===== config.mk =====
export PLATFORM = sky130hd
export DESIGN_NAME = fft_input_reorder
export DESIGN_NICKNAME = d
export VERILOG_FILES = /design/src/rtl/fft_pkg.sv /design/src/rtl/fft_sample_bank.sv /design/src/rtl/fft_input_reorder.sv
export SDC_FILE = /design/constraint.sdc
export NUM_CORES = 1
export LEC_CHECK = 0
export BUFFER_PORTS_ARGS = -buffer_cell sky130_fd_sc_hd__buf_4
export CORE_MARGIN = 3
export CORE_UTILIZATION = 55
export CTS_CLUSTER_SIZE = 30
export DETAILED_ROUTE_END_ITERATION = 16
export PLACE_DENSITY = 0.74
export SLEW_MARGIN = 15
export SYNTH_ARGS = -nofsm -noshare
export SYNTH_HDL_FRONTEND = slang
export SYNTH_SLANG_ARGS = --single-unit

===== constraint.sdc =====
create_clock -name i_clk -period 2.8 [get_ports i_clk]
set_input_delay 0.7 -clock i_clk [delete_from_list [all_inputs] [get_ports i_clk]]
set_output_delay 0.7 -clock i_clk [all_outputs]
set_load 0.02 [all_outputs]

===== src/rtl/fft_pkg.sv =====
// Shared FFT definitions: frame geometry, the bit-reversal helper used both by
// the input reorder buffer and by later-stage twiddle addressing, and the
// complex sample layout.
package fft_pkg;

    localparam int unsigned FFT_POINTS = 16;
    localparam int unsigned FFT_LOG2   = 4;

    // Default component width of the Q8 datapath. Packages cannot take
    // parameters, so width-generic modules declare a local struct with the
    // same {re, im} field order at their own width N.
    localparam int unsigned FFT_N = 16;

    typedef struct packed {
        logic signed [FFT_N-1:0] re;
        logic signed [FFT_N-1:0] im;
    } fft_cplx_t;

    // Mirror the four address bits: 0,1,2,3 -> 0,8,4,12.
    function automatic logic [FFT_LOG2-1:0] bitrev4(input logic [FFT_LOG2-1:0] a);
        return {a[0], a[1], a[2], a[3]};
    endfunction

endpackage


===== src/rtl/fft_sample_bank.sv =====
// One 16-entry bank of packed complex samples.
//   i_clk   : clock, writes on rising edge
//   i_we    : write enable
//   i_waddr : write address
//   i_wdata : write data {re, im}
//   i_raddr : read address (asynchronous read)
//   o_rdata : read data
// Contents are intentionally not reset; the owner tracks validity with flags.
module fft_sample_bank
    import fft_pkg::*;
#(
    parameter int unsigned W = 2 * FFT_N
) (
    input  logic                i_clk,
    input  logic                i_we,
    input  logic [FFT_LOG2-1:0] i_waddr,
    input  logic [W-1:0]        i_wdata,
    input  logic [FFT_LOG2-1:0] i_raddr,
    output logic [W-1:0]        o_rdata
);

    logic [W-1:0] mem_q [FFT_POINTS];

    always_ff @(posedge i_clk) begin
        if (i_we) begin
            mem_q[i_waddr] <= i_wdata;
        end
    end

    assign o_rdata = mem_q[i_raddr];

endmodule


===== src/rtl/fft_input_reorder.sv =====
// Streaming bit-reversal buffer ahead of the first butterfly column.
// Accepts samples in natural order and emits each 16-sample frame in
// bit-reversed order, ping-ponging between two banks so one frame fills while
// the previous one drains.
//   i_clk, i_rst        : clock, asynchronous active-low reset
//   i_valid/o_ready     : input handshake; i_re/i_im input sample
//   o_valid/i_ready     : output handshake; o_re/o_im output sample
//   o_index             : position k of the output within the frame
//   o_last              : marks k = 15
module fft_input_reorder
    import fft_pkg::*;
#(
    parameter int unsigned N      = 16,
    parameter int unsigned POINTS = FFT_POINTS
) (
    input  logic                i_clk,
    input  logic                i_rst,
    input  logic                i_valid,
    output logic                o_ready,
    input  logic [N-1:0]        i_re,
    input  logic [N-1:0]        i_im,
    output logic                o_valid,
    input  logic                i_ready,
    output logic [N-1:0]        o_re,
    output logic [N-1:0]        o_im,
    output logic [FFT_LOG2-1:0] o_index,
    output logic                o_last
);

    localparam int unsigned LOG2 = FFT_LOG2;
    localparam logic [LOG2-1:0] CntMax = LOG2'(POINTS - 1);

    typedef struct packed {
        logic [N-1:0] re;
        logic [N-1:0] im;
    } cplx_t;

    localparam int unsigned W = $bits(cplx_t);

    logic [1:0]      full_q, full_d;
    logic            wr_bank_q, rd_bank_q;
    logic [LOG2-1:0] wr_cnt_q, rd_cnt_q;

    logic wr_fire, rd_fire;
    logic wr_done, rd_done;

    cplx_t           wr_sample;
    cplx_t           rd_sample;
    logic [W-1:0]    rd_data [2];
    logic [LOG2-1:0] rd_addr;

    // Handshakes
    assign o_ready = ~full_q[wr_bank_q];
    assign o_valid = full_q[rd_bank_q];
    assign wr_fire = i_valid & o_ready;
    assign rd_fire = o_valid & i_ready;
    assign wr_done = wr_fire & (wr_cnt_q == CntMax);
    assign rd_done = rd_fire & (rd_cnt_q == CntMax);

    assign wr_sample = '{re: i_re, im: i_im};
    assign rd_addr   = bitrev4(rd_cnt_q);

    // Bank storage
    for (genvar b = 0; b < 2; b++) begin : g_bank
        fft_sample_bank #(
            .W (W)
        ) u_bank (
            .i_clk   (i_clk),
            .i_we    (wr_fire && (wr_bank_q == 1'(b))),
            .i_waddr (wr_cnt_q),
            .i_wdata (wr_sample),
            .i_raddr (rd_addr),
            .o_rdata (rd_data[b])
        );
    end

    // Flag next state. A bank cannot be both the write target (needs empty)
    // and the read source (needs full) in one cycle, so the two updates
    // never collide on the same bit.
    always_comb begin
        full_d = full_q;
        if (rd_done) begin
            full_d[rd_bank_q] = 1'b0;
        end
        if (wr_done) begin
            full_d[wr_bank_q] = 1'b1;
        end
    end

    // State
    always_ff @(posedge i_clk or negedge i_rst) begin
        if (!i_rst) begin
            full_q    <= 2'b00;
            wr_bank_q <= 1'b0;
            rd_bank_q <= 1'b0;
            wr_cnt_q  <= '0;
            rd_cnt_q  <= '0;
        end else begin
            full_q <= full_d;
            if (wr_fire) begin
                wr_cnt_q <= wr_cnt_q + 1'b1;
                if (wr_done) begin
                    wr_bank_q <= ~wr_bank_q;
                end
            end
            if (rd_fire) begin
                rd_cnt_q <= rd_cnt_q + 1'b1;
                if (rd_done) begin
                    rd_bank_q <= ~rd_bank_q;
                end
            end
        end
    end

    // Outputs: combinational read, forced to zero when nothing is presented.
    // Holding under backpressure falls out of rd_cnt_q/rd_bank_q not moving.
    always_comb begin
        rd_sample = rd_bank_q ? cplx_t'(rd_data[1]) : cplx_t'(rd_data[0]);
        o_re      = '0;
        o_im      = '0;
        o_index   = '0;
        o_last    = 1'b0;
        if (o_valid) begin
            o_re    = rd_sample.re;
            o_im    = rd_sample.im;
            o_index = rd_cnt_q;
            o_last  = (rd_cnt_q == CntMax);
        end
    end

endmodule

==> reports/metrics.yaml <==
global_route:
  antenna_found_initial: 1
  first_global_vias: 21200
  grt_use_total_pct: 28.3
  grt_pass1_wl_um: 150000
  grt_start_max_net_pins: 33
  grt_overflow: 0
worst_hold_path:
  hp-class: "primary input to register"
  hp-start: "i_ready"
sta:
  finalHoldViolations: 0
  setup_ws_ns: -0.847
  setup_viol: 38
  tightest_slew_ns: 0.909
  post-route-min-period_ns: 3.65
  fmax_mhz: 274
  rsz0062_at_grt: "yes"
  slew_viol_final: 0
  tns_ns: -25.95
  relSlewSlack_pct: 39.4
  period_share_pct: 130
  skew_ns: 0.0294
  holdWs_ns: 0.376
floorplanning:
  rows: 98
  die_area_um2: 75600
  io_pins: 75
  core_area_um2: 71600
  dieHeight_um: 275
  initial_core_util_pct: 55.6
  die_w_um: 275
power_and_ir_drop:
  p_per_area_nw_per_um2: 1020
  peakVddDrop_mv: 0.699
  cellLeakagePower_nw: 15.7
synth:
  yosys.area.top_type: "edfxtp_1"
  synth_nets: 1803
  synth_edf_count: 1024
  synthTopCellsByArea: "edfxtp_1, mux4_2, mux2i_1, a221o_1, dfrtp_1"
  yosysMostFrequentCell: "edfxtp_1"
  async_flop_share_pct: 1.16
  ys.flop_type: "edfxtp_1"
  avgSynthCellArea_um2: 22.6
  ys_ff_latch: 1036
  synth_commonest_cells: "edfxtp_1, mux4_2, mux2i_1"
  ys_warn_count: 0
  synth_cell_types: 36
  synthCells: 1762
  synth.cell_area_um2: 39800
  synth_top_area_share_pct: 77.3
  ys_seq_area_share_pct: 78.0
cts:
  path_clk_slew_ns: 0.07
  cts-root-buf: "clkbuf_16"
  numCtsBuffers: 96
  tritoncts: "done"
  clk_path_buf_depth: 3
  cts_htree_levels: 3
  cts_sinks: 1036
  insertion_delay_ns: 0.66
detailed_routing:
  firstDrtPassIters: 8
  final_antenna_net_count: 0
  drc_errors: 0
  via_per_inst: 6.69
  wl_per_cell_um: 33.9
  dr.first_iter.drc_count: 2710
  vias: 20900
  wl_um: 106000
final_layout:
  seqCellArea_um2: 31100
  instances_no_fill: 3121
  n_fill_cell: 4235
  finalInstanceArea_um2: 48000
  area_growth_pct: 20.5
  multi_input_area_um2: 8700
  nNetsFinal: 2128
  drive_above_1_share_pct: 37.2
job:
  cap_violations: 0
outcome:
  violations: "negative setup slack"
  status: "finished with violations"
placement:
  portBuffers: 74
  hpwl_um: 58200
  dp_slack_ns: -0.195
  dp_cells: 2879
  placed_area_um2: 43400
  gp_congestion: 0.834
critical_path:
  cp_data_required_time_ns: 2.10
  crit_end: "o_im[0]"
  cp.arrival_ns: 2.95
  reg2reg_depth: 4
  end_kind: "output port"
  critPathLaunch: "rd_cnt_q[3]$_DFFE_PN0P_"
  critPathMaxFanout: 7
  worstReg2RegEnd: "g_bank[0].u_bank.mem_q[7][0]$_DFFE_PP_"
  reg2reg_slack_ns: 0.43
  worst_r2r_startpoint: "full_q[0]$_DFF_PN0_"
  path_class: "register to output port"
  cp-start-kind: "register"
[metrics by stage]
step / total power (W) / util (%)
after floorplan: 0.0268 / -
after global placement: 0.0326 / 60.6
after detailed placement: 0.0329 / 60.6
after CTS: 0.0478 / 66.3
after global routing: 0.0502 / 67.0
final: 0.0488 / 67.0
[per-layer routing]
layer	share of wire (%)	up-vias	GRT usage (%)	wire, um
met5	0.019	-	0	20
met4	4.2	2	11.7	4490
met3	12	266	6.69	12600
met2	48	1512	45.4	51300
met1	35	10900	37.8	37400
li1	-	8175	-	-
[worst min-delay path by stage]
stage / end / slack [ns] / depth (start not counted)
3_5_place_dp: wr_cnt_q[3]$_DFFE_PN0P_ / 0.52 / 1
6_report: rd_cnt_q[2]$_DFFE_PN0P_ / 0.38 / 3
3_3_place_gp: wr_cnt_q[3]$_DFFE_PN0P_ / 0.51 / 1
5_1_grt: rd_cnt_q[2]$_DFFE_PN0P_ / 0.37 / 3
4_1_cts: rd_cnt_q[2]$_DFFE_PN0P_ / 0.33 / 3
2_1_floorplan: full_q[0]$_DFF_PN0_ / 0.40 / 0
[cell usage in the layout (no fill, tap or decap), drive strengths merged, types with 4 or more instances in the layout]
| cell type | n |
|---|---|
| mux4 | 224 |
| a221o | 32 |
| a22oi | 32 |
| a221oi | 18 |
| clkinv | 40 |
| nand3 | 12 |
| buf | 325 |
| o2111ai | 14 |
| o21ai | 20 |
| a31oi | 32 |
| clkbuf | 126 |
| nor2b | 4 |
| dfrtp | 12 |
| clkinvlp | 6 |
| mux2i | 130 |
| edfxtp | 1024 |
| nand2 | 31 |
| inv | 5 |
| xnor2 | 6 |
| nor2 | 40 |
| and2 | 4 |
| bufinv | 13 |
| ha | 5 |
[registers in the layout, indices dropped and copies added, names as in the netlist]
name and count:
full_q 2, wr_bank_q 1, rd_cnt_q 4, wr_cnt_q 4, rd_bank_q 1, g_bank.u_bank.mem_q 1024
[worst max-delay path, cell delays in order (launching register included)]
cell and delay, ns:
dfrtp_4 0.55, buf_12 0.18, buf_12 0.11, mux4_2 0.50, mux2i_2 0.22, a221o_1 0.30, a31oi_1 0.09, buf_4 0.19
buf_6 0.13
[what timing repair did]
action	in CTS	in global routing
endpoints found under the hold margin	12	0
hold buffers	1	0
cloned	6	4
buffers inserted	29	26
gates resized for setup	74	58
endpoints found under the setup margin	38	38
pin swaps	17	25
[final cells by class]
class	instances	share of cell area, %
inverters	5	0.0496
repair buffers	332	7.72
flip-flops and latches	1036	64.7
clock inverters	59	1.32
multi-input cells	616	18.1
clock buffers	122	5.54
diodes	1	0.00522
well taps	950	2.48
[logic make-up (layout without fill, tap and decap cells)]
group / after synthesis / in the layout / share of synthesized area [%]
other: 0 / 1 / 0
adder cells (fa/ha/maj): 5 / 5 / 0.157
XOR/XNOR: 7 / 7 / 0.154
AO/OA/AOI/OAI: 150 / 150 / 2.90
AND/OR/NAND/NOR: 98 / 98 / 1.08
multiplexers: 356 / 356 / 16.0
flip-flops: 1036 / 1036 / 78.0
buffers and inverters: 110 / 518 / 1.71
[power by group]
| group | internal [W] | switching, W |
|---|---|---|
| Sequential | 0.0175 | 0.000236 |
| Clock | 0.00792 | 0.00561 |
| Combinational | 0.00844 | 0.00914 |
| Total | 0.0338 | 0.0150 |
No activity file was read; power rests on OpenSTA's default activity.
